### config.mk
export PLATFORM = sky130hd
export DESIGN_NAME = jt49_cengen_flat
export DESIGN_NICKNAME = d
export VERILOG_FILES = /design/src/rtl/jt49_cen_pkg.sv /design/src/rtl/jt49_cengen_if.sv /design/src/rtl/jt49_cen_frac.sv /design/src/rtl/jt49_cengen.sv /design/src/flat_wrapper.sv
export SDC_FILE = /design/constraint.sdc
export NUM_CORES = 1
export LEC_CHECK = 0
export ABC_AREA = 1
export CORE_MARGIN = 3
export CORE_UTILIZATION = 53
export CTS_BUF_LIST = sky130_fd_sc_hd__clkbuf_8
export CTS_CLUSTER_SIZE = 12
export DETAILED_ROUTE_END_ITERATION = 8
export GPL_TIMING_DRIVEN = 0
export HOLD_SLACK_MARGIN = 0.1
export PLACE_DENSITY = 0.9
export SETUP_SLACK_MARGIN = 0.2
export SLEW_MARGIN = 20
export SYNTH_ARGS = -nofsm -noshare
export SYNTH_HDL_FRONTEND = slang
export SYNTH_SLANG_ARGS = --single-unit
### constraint.sdc
create_clock -name clk -period 5.1 [get_ports clk]
set_input_delay 0.51 -clock clk [delete_from_list [all_inputs] [get_ports clk]]
set_output_delay 0.51 -clock clk [all_outputs]
set_load 0.01 [all_outputs]
### src/rtl/jt49_cen_pkg.sv
// jt49_cen_pkg: shared mode encoding and default widths for the JT49 clock-enable generator
package jt49_cen_pkg;
    typedef enum logic {
        CEN_MODE_INT  = 1'b0,
        CEN_MODE_FRAC = 1'b1
    } cen_mode_e;
    localparam int CEN_DW = 4;
    localparam int CEN_FW = 12;
endpackage

### src/rtl/jt49_cengen_if.sv
// jt49_cengen_if: host-side controls and divided enable outputs of the clock-enable generator
interface jt49_cengen_if
    import jt49_cen_pkg::*;
#(
    parameter int DW = CEN_DW,
    parameter int FW = CEN_FW
);
    logic          cen;
    logic          mode;
    logic [DW-1:0] div;
    logic [FW-1:0] num;
    logic [FW-1:0] den;
    logic          sync;
    logic          cen_out;
    logic          cen_half;
    modport master (
        output cen, mode, div, num, den, sync,
        input  cen_out, cen_half
    );
    modport slave (
        input  cen, mode, div, num, den, sync,
        output cen_out, cen_half
    );
endinterface

### src/rtl/jt49_cen_frac.sv
// jt49_cen_frac: NUM/DEN fractional enable divider; hit is combinational from the accumulator
module jt49_cen_frac
    import jt49_cen_pkg::*;
#(
    parameter int FW = CEN_FW
) (
    input  logic          clk,
    input  logic          rst,
    input  logic          cen,
    input  logic          sync,
    input  logic [FW-1:0] num,
    input  logic [FW-1:0] den,
    output logic          hit
);
    logic [FW:0]   acc_q, acc_d, acc_e, sum;
    logic [FW-1:0] num_c;
    // acc stays below den, and num_c <= den, so sum fits in FW+1 bits
    always_comb begin
        num_c = (num < den) ? num : den;
        acc_e = sync ? '0 : acc_q;
        sum   = acc_e + {1'b0, num_c};
        hit   = (den != '0) && (sum >= {1'b0, den});
        acc_d = !cen ? acc_e : (den == '0) ? '0 : hit ? sum - {1'b0, den} : sum;
    end
    always_ff @(posedge clk) begin
        if (rst) acc_q <= '0;
        else     acc_q <= acc_d;
    end
endmodule

### src/rtl/jt49_cengen.sv
// jt49_cengen: divides a base clock enable by an integer or a NUM/DEN ratio,
// with registered single-cycle cen_out and a divide-by-2 cen_half tap.
module jt49_cengen
    import jt49_cen_pkg::*;
#(
    parameter int DW = CEN_DW,
    parameter int FW = CEN_FW
) (
    input logic          clk,
    input logic          rst,
    jt49_cengen_if.slave bus
);
    logic [DW-1:0] cnt_q, cnt_d, cnt_e, div_l_q, div_l_d, div_e;
    logic          wrap, hit_int, hit_frac, hit, ph_q, ph_d, ph_e;
    logic          cen_out_q, cen_half_q;
    jt49_cen_frac #(.FW(FW)) u_frac (
        .clk  (clk),
        .rst  (rst),
        .cen  (bus.cen),
        .sync (bus.sync),
        .num  (bus.num),
        .den  (bus.den),
        .hit  (hit_frac)
    );
    // sync makes this cycle's cen see the cleared counter and freshly loaded divisor
    always_comb begin
        cnt_e   = bus.sync ? '0 : cnt_q;
        div_e   = bus.sync ? bus.div : div_l_q;
        wrap    = cnt_e == div_e;
        hit_int = cnt_e == '0;
        cnt_d   = bus.cen ? (wrap ? '0 : cnt_e + 1'b1) : cnt_e;
        div_l_d = (bus.sync || (bus.cen && wrap)) ? bus.div : div_l_q;
        hit     = bus.cen && ((bus.mode == CEN_MODE_FRAC) ? hit_frac : hit_int);
        ph_e    = bus.sync ? 1'b0 : ph_q;
        ph_d    = ph_e ^ hit;
    end
    always_ff @(posedge clk) begin
        if (rst) begin
            cnt_q      <= '0;
            div_l_q    <= bus.div;
            ph_q       <= 1'b0;
            cen_out_q  <= 1'b0;
            cen_half_q <= 1'b0;
        end else begin
            cnt_q      <= cnt_d;
            div_l_q    <= div_l_d;
            ph_q       <= ph_d;
            cen_out_q  <= hit;
            cen_half_q <= hit && !ph_e;
        end
    end
    assign bus.cen_out  = cen_out_q;
    assign bus.cen_half = cen_half_q;
endmodule

### src/flat_wrapper.sv
// flat-port wrapper written by rule: the top's interface ports become plain ports
module jt49_cengen_flat import jt49_cen_pkg::*;
#(
    parameter int DW = CEN_DW,
    parameter int FW = CEN_FW
)
  (clk, rst, bus_cen, bus_mode, bus_div, bus_num, bus_den, bus_sync, bus_cen_out, bus_cen_half);
  jt49_cengen_if #(.DW(DW), .FW(FW)) bus_i ();
  input logic clk;
  input logic rst;
  input wire logic [$bits(bus_i.cen)-1:0] bus_cen;
  input wire logic [$bits(bus_i.mode)-1:0] bus_mode;
  input wire logic [$bits(bus_i.div)-1:0] bus_div;
  input wire logic [$bits(bus_i.num)-1:0] bus_num;
  input wire logic [$bits(bus_i.den)-1:0] bus_den;
  input wire logic [$bits(bus_i.sync)-1:0] bus_sync;
  output wire logic [$bits(bus_i.cen_out)-1:0] bus_cen_out;
  output wire logic [$bits(bus_i.cen_half)-1:0] bus_cen_half;
  assign bus_i.cen = bus_cen;
  assign bus_i.mode = bus_mode;
  assign bus_i.div = bus_div;
  assign bus_i.num = bus_num;
  assign bus_i.den = bus_den;
  assign bus_i.sync = bus_sync;
  assign bus_cen_out = bus_i.cen_out;
  assign bus_cen_half = bus_i.cen_half;
  jt49_cengen #(.DW(DW), .FW(FW)) u_core (.clk(clk), .rst(rst), .bus(bus_i));
endmodule
==> out/summary.txt <==
GP Congestion -> 0.949
Outcome -> complete, no violations
H-tree Lvls -> 1
CTS sink count -> 24
Antenna-violating nets left -> 0
Clock root buffer -> clkbuf_8
Placed wire-length estimate -> 6450 um
Residual DRC -> 0
Register-to-Register Path Depth -> 25
Final Cycle Share -> 94.5%
Max-cap violations -> 0
Chip width -> 81.8 um
Peak VDD IR -> 0.289 mV
End of the critical path -> u_core.ph_q
First-pass GRT wire length -> 13900 um
Post-Syn Area per Cell -> 6.45 um2
Slowest library cell on the worst path -> ha_2
Synth Net Count -> 545
Hold WS -> 0.545 ns
Cts bufs inserted -> 3
Worst Path Required -> 5.31 ns
RR Endpoint -> u_core.ph_q
Seq cells post-synth -> 24
Register area share after synthesis -> 17.1%
Worst Path Arrival -> 5.03 ns
Critical Path Start -> bus_den[7]
Global route overflow -> 0
Nets -> 608
Dpl cell area -> 3450 um2
Share of the synthesized area in the top cell type -> 15.6%
Ys Warns -> 0
Top-count cell post-synth -> nand2_1
Clk slew on worst S/H paths -> 0.09 ns
DR vias/cell -> 5.94
Setup CP Type -> input port to register
Post-Synthesis Cells -> 472
Clock latency at the later pin of the worst-skew pair -> 0.27 ns
Max Fclk -> 207 MHz
Unrepaired setup endpoints after global routing -> false
Pwr Total -> 0.00229 W
Slew HR -> 56.1%
Vias in the first global route -> 3269
Most instantiated cells after synthesis -> nand2_1, inv_1, nor2_1
Site row count -> 26
Die area -> 6690 um2
Fin. Hold Viols -> 0
Fin cells -> 604
Final instance area -> 4150 um2
Antenna violations before repair -> 0
IO Port Bufs -> 32
CTS max path bufs -> 2
Worst Clk Skew -> 0.00317 ns
Post-Place Cells -> 574
DR vias -> 3590
CP max FO -> 10
Reg-to-reg startpoint -> u_core.u_frac.acc_q[0]
Final WL -> 9870 um
Starting Density -> 57.1%
Core Box Area -> 5340 um2
Startpoint types -> input port
Top delay family on crit path -> adder cells
Fin util -> 77.8%
Final setup viols -> 0
Max-slew violations -> 0
DRT iter0 DRCs -> 467
WL/cell -> 16.3 um
Reg-to-reg setup timing slack -> 1.48 ns
Io pins -> 35
DR pass1 iterations -> 8
Slew at the pin closest to its max-slew limit -> 0.658 ns
Area growth, synth to finish -> 36.3%
Pwr Density -> 552 nW/um2
Synth cell types -> 37
Cell area after synthesis -> 3040 um2
Most area-hungry cell type in the Yosys netlist -> ha_1
Post-synth EDFFs -> 4
Leakage -> 2.04 nW
CTS tree -> yes
Final min period -> 4.82 ns
Critical path endpoint category -> register
Chip Height -> 81.8 um
Gr usage total -> 26.3%
Crit-path max cell delay -> 0.35 ns
Async set-reset flop share out of synthesis -> 0%
Layout cells sized above 1 -> 28.1%
Synth area leaders -> ha_1, dfxtp_1, nand2_1, inv_1, a21oi_1
CTS Hold Buffers Added -> 0
WP buf/inv -> 7
Largest net degree at the start of global routing -> 15
Prevailing post-synth register cell -> dfxtp_1
Ant diodes -> 0
CP Depth -> 31
Worst Hold Class -> register to register
flip-flops by register name, summed over array words and instances (netlist names):
| register | flops |
|---|---|
| u_core.u_frac.acc_q | 13 |
| u_core.cnt_q | 4 |
| u_core.div_l_q | 4 |
| u_core.bus.cen_half | 1 |
| u_core.bus.cen_out | 1 |
| u_core.ph_q | 1 |
worst reg2reg max path: stages, from the launching register on:
cell and delay [ns]:
dfxtp_1 0.32, inv_1 0.03, nor2_1 0.15, ha_2 0.23, inv_4 0.04, fa_2 0.34
inv_2 0.06, nand3_2 0.07, nand2_4 0.13, a21oi_4 0.08, o21bai_1 0.18, xor2_1 0.23
inv_1 0.11, ha_4 0.33, nand2_4 0.07, nor2_4 0.11, nand3_2 0.12, nand3_2 0.11
nand2_2 0.08, nand3_4 0.12, a21boi_2 0.07, nor2_1 0.12, nand2_1 0.10, inv_1 0.07
ha_1 0.22, nor2_1 0.08
cells by family (layout without fill, tap and decap cells):
group | Yosys count | count (layout) | share of synthesized area (%)
AND/OR/NAND/NOR | 219 | 219 | 33.5
XOR/XNOR | 20 | 20 | 5.75
AO/OA/AOI/OAI | 75 | 75 | 14.5
adder cells (fa/ha/maj) | 40 | 40 | 16.9
buffers and inverters | 94 | 156 | 12.2
flip-flops | 24 | 24 | 17.1
cell type report:
cell class              instances  area (um2)
plain buffers                  11        83.8
well taps                      70        87.6
multi-input cells             354        2520
fillers                       367        1190
repair buffers                 58         544
flip-flops and latches         24         520
clock buffers                   3        41.3
inverters                      83         317
clock inverters                 1        30.0
per-stage QoR:
step           worst slack (ns)  setup TNS [ns]
6_report                  0.280               0
4_1_cts                   0.216               0
5_1_grt                  0.0577               0
2_1_floorplan             0.312               0
3_3_place_gp              -1.08          -13.77
3_5_place_dp              -1.21          -15.63
power breakdown:
| part | internal [W] | switching (W) | total, W |
|---|---|---|---|
| sequential | 0.000248 | 0.0000159 | 0.000264 |
| clock | 0.000105 | 0.0000642 | 0.000169 |
| combinational | 0.000751 | 0.00110 | 0.00186 |
worst min path at each step:
stage                                       from                      to  slack (ns)  cells after the start
after detailed placement  u_core.u_frac.acc_q[6]  u_core.u_frac.acc_q[6]        0.53                      4
after global placement    u_core.u_frac.acc_q[5]  u_core.u_frac.acc_q[5]        0.51                      4
after floorplan           u_core.u_frac.acc_q[5]  u_core.u_frac.acc_q[5]        0.50                      4
final                     u_core.u_frac.acc_q[6]  u_core.u_frac.acc_q[6]        0.55                      4
after global routing                 u_core.ph_q             u_core.ph_q        0.59                      3
after CTS                 u_core.u_frac.acc_q[6]  u_core.u_frac.acc_q[6]        0.54                      4
metal layers:
metal	GRT usage, %	vias up	routed length [um]
met5	0	-	0
met4	7.97	0	454
met3	3.51	65	753
met2	47.3	240	4910
met1	32.2	1632	3750
li1	-	1653	-
layout by cell type (no fill, tap or decap), types with 8 or more instances in the layout:
cell type / n
a21oi_2: 21
clkdlybuf4s50_1: 8
dlygate4sd2_1: 10
buf_4: 24
inv_2: 13
dlymetal6s2s_1: 11
nand2_1: 86
nand3_1: 25
ha_1: 25
nand2_2: 22
dfxtp_1: 20
ha_4: 11
inv_1: 67
nor2_1: 45
a21oi_1: 27
nand3_2: 14
xnor2_1: 8
xor2_1: 9
timing repair:
action                     in CTS  in global routing
cloned                          0                  0
setup endpoints to repair      16                 16
resized for setup              62                 80
pin swaps                      24                 45
setup buffers                  18                  8
No activity file was read; power rests on OpenSTA's default activity.
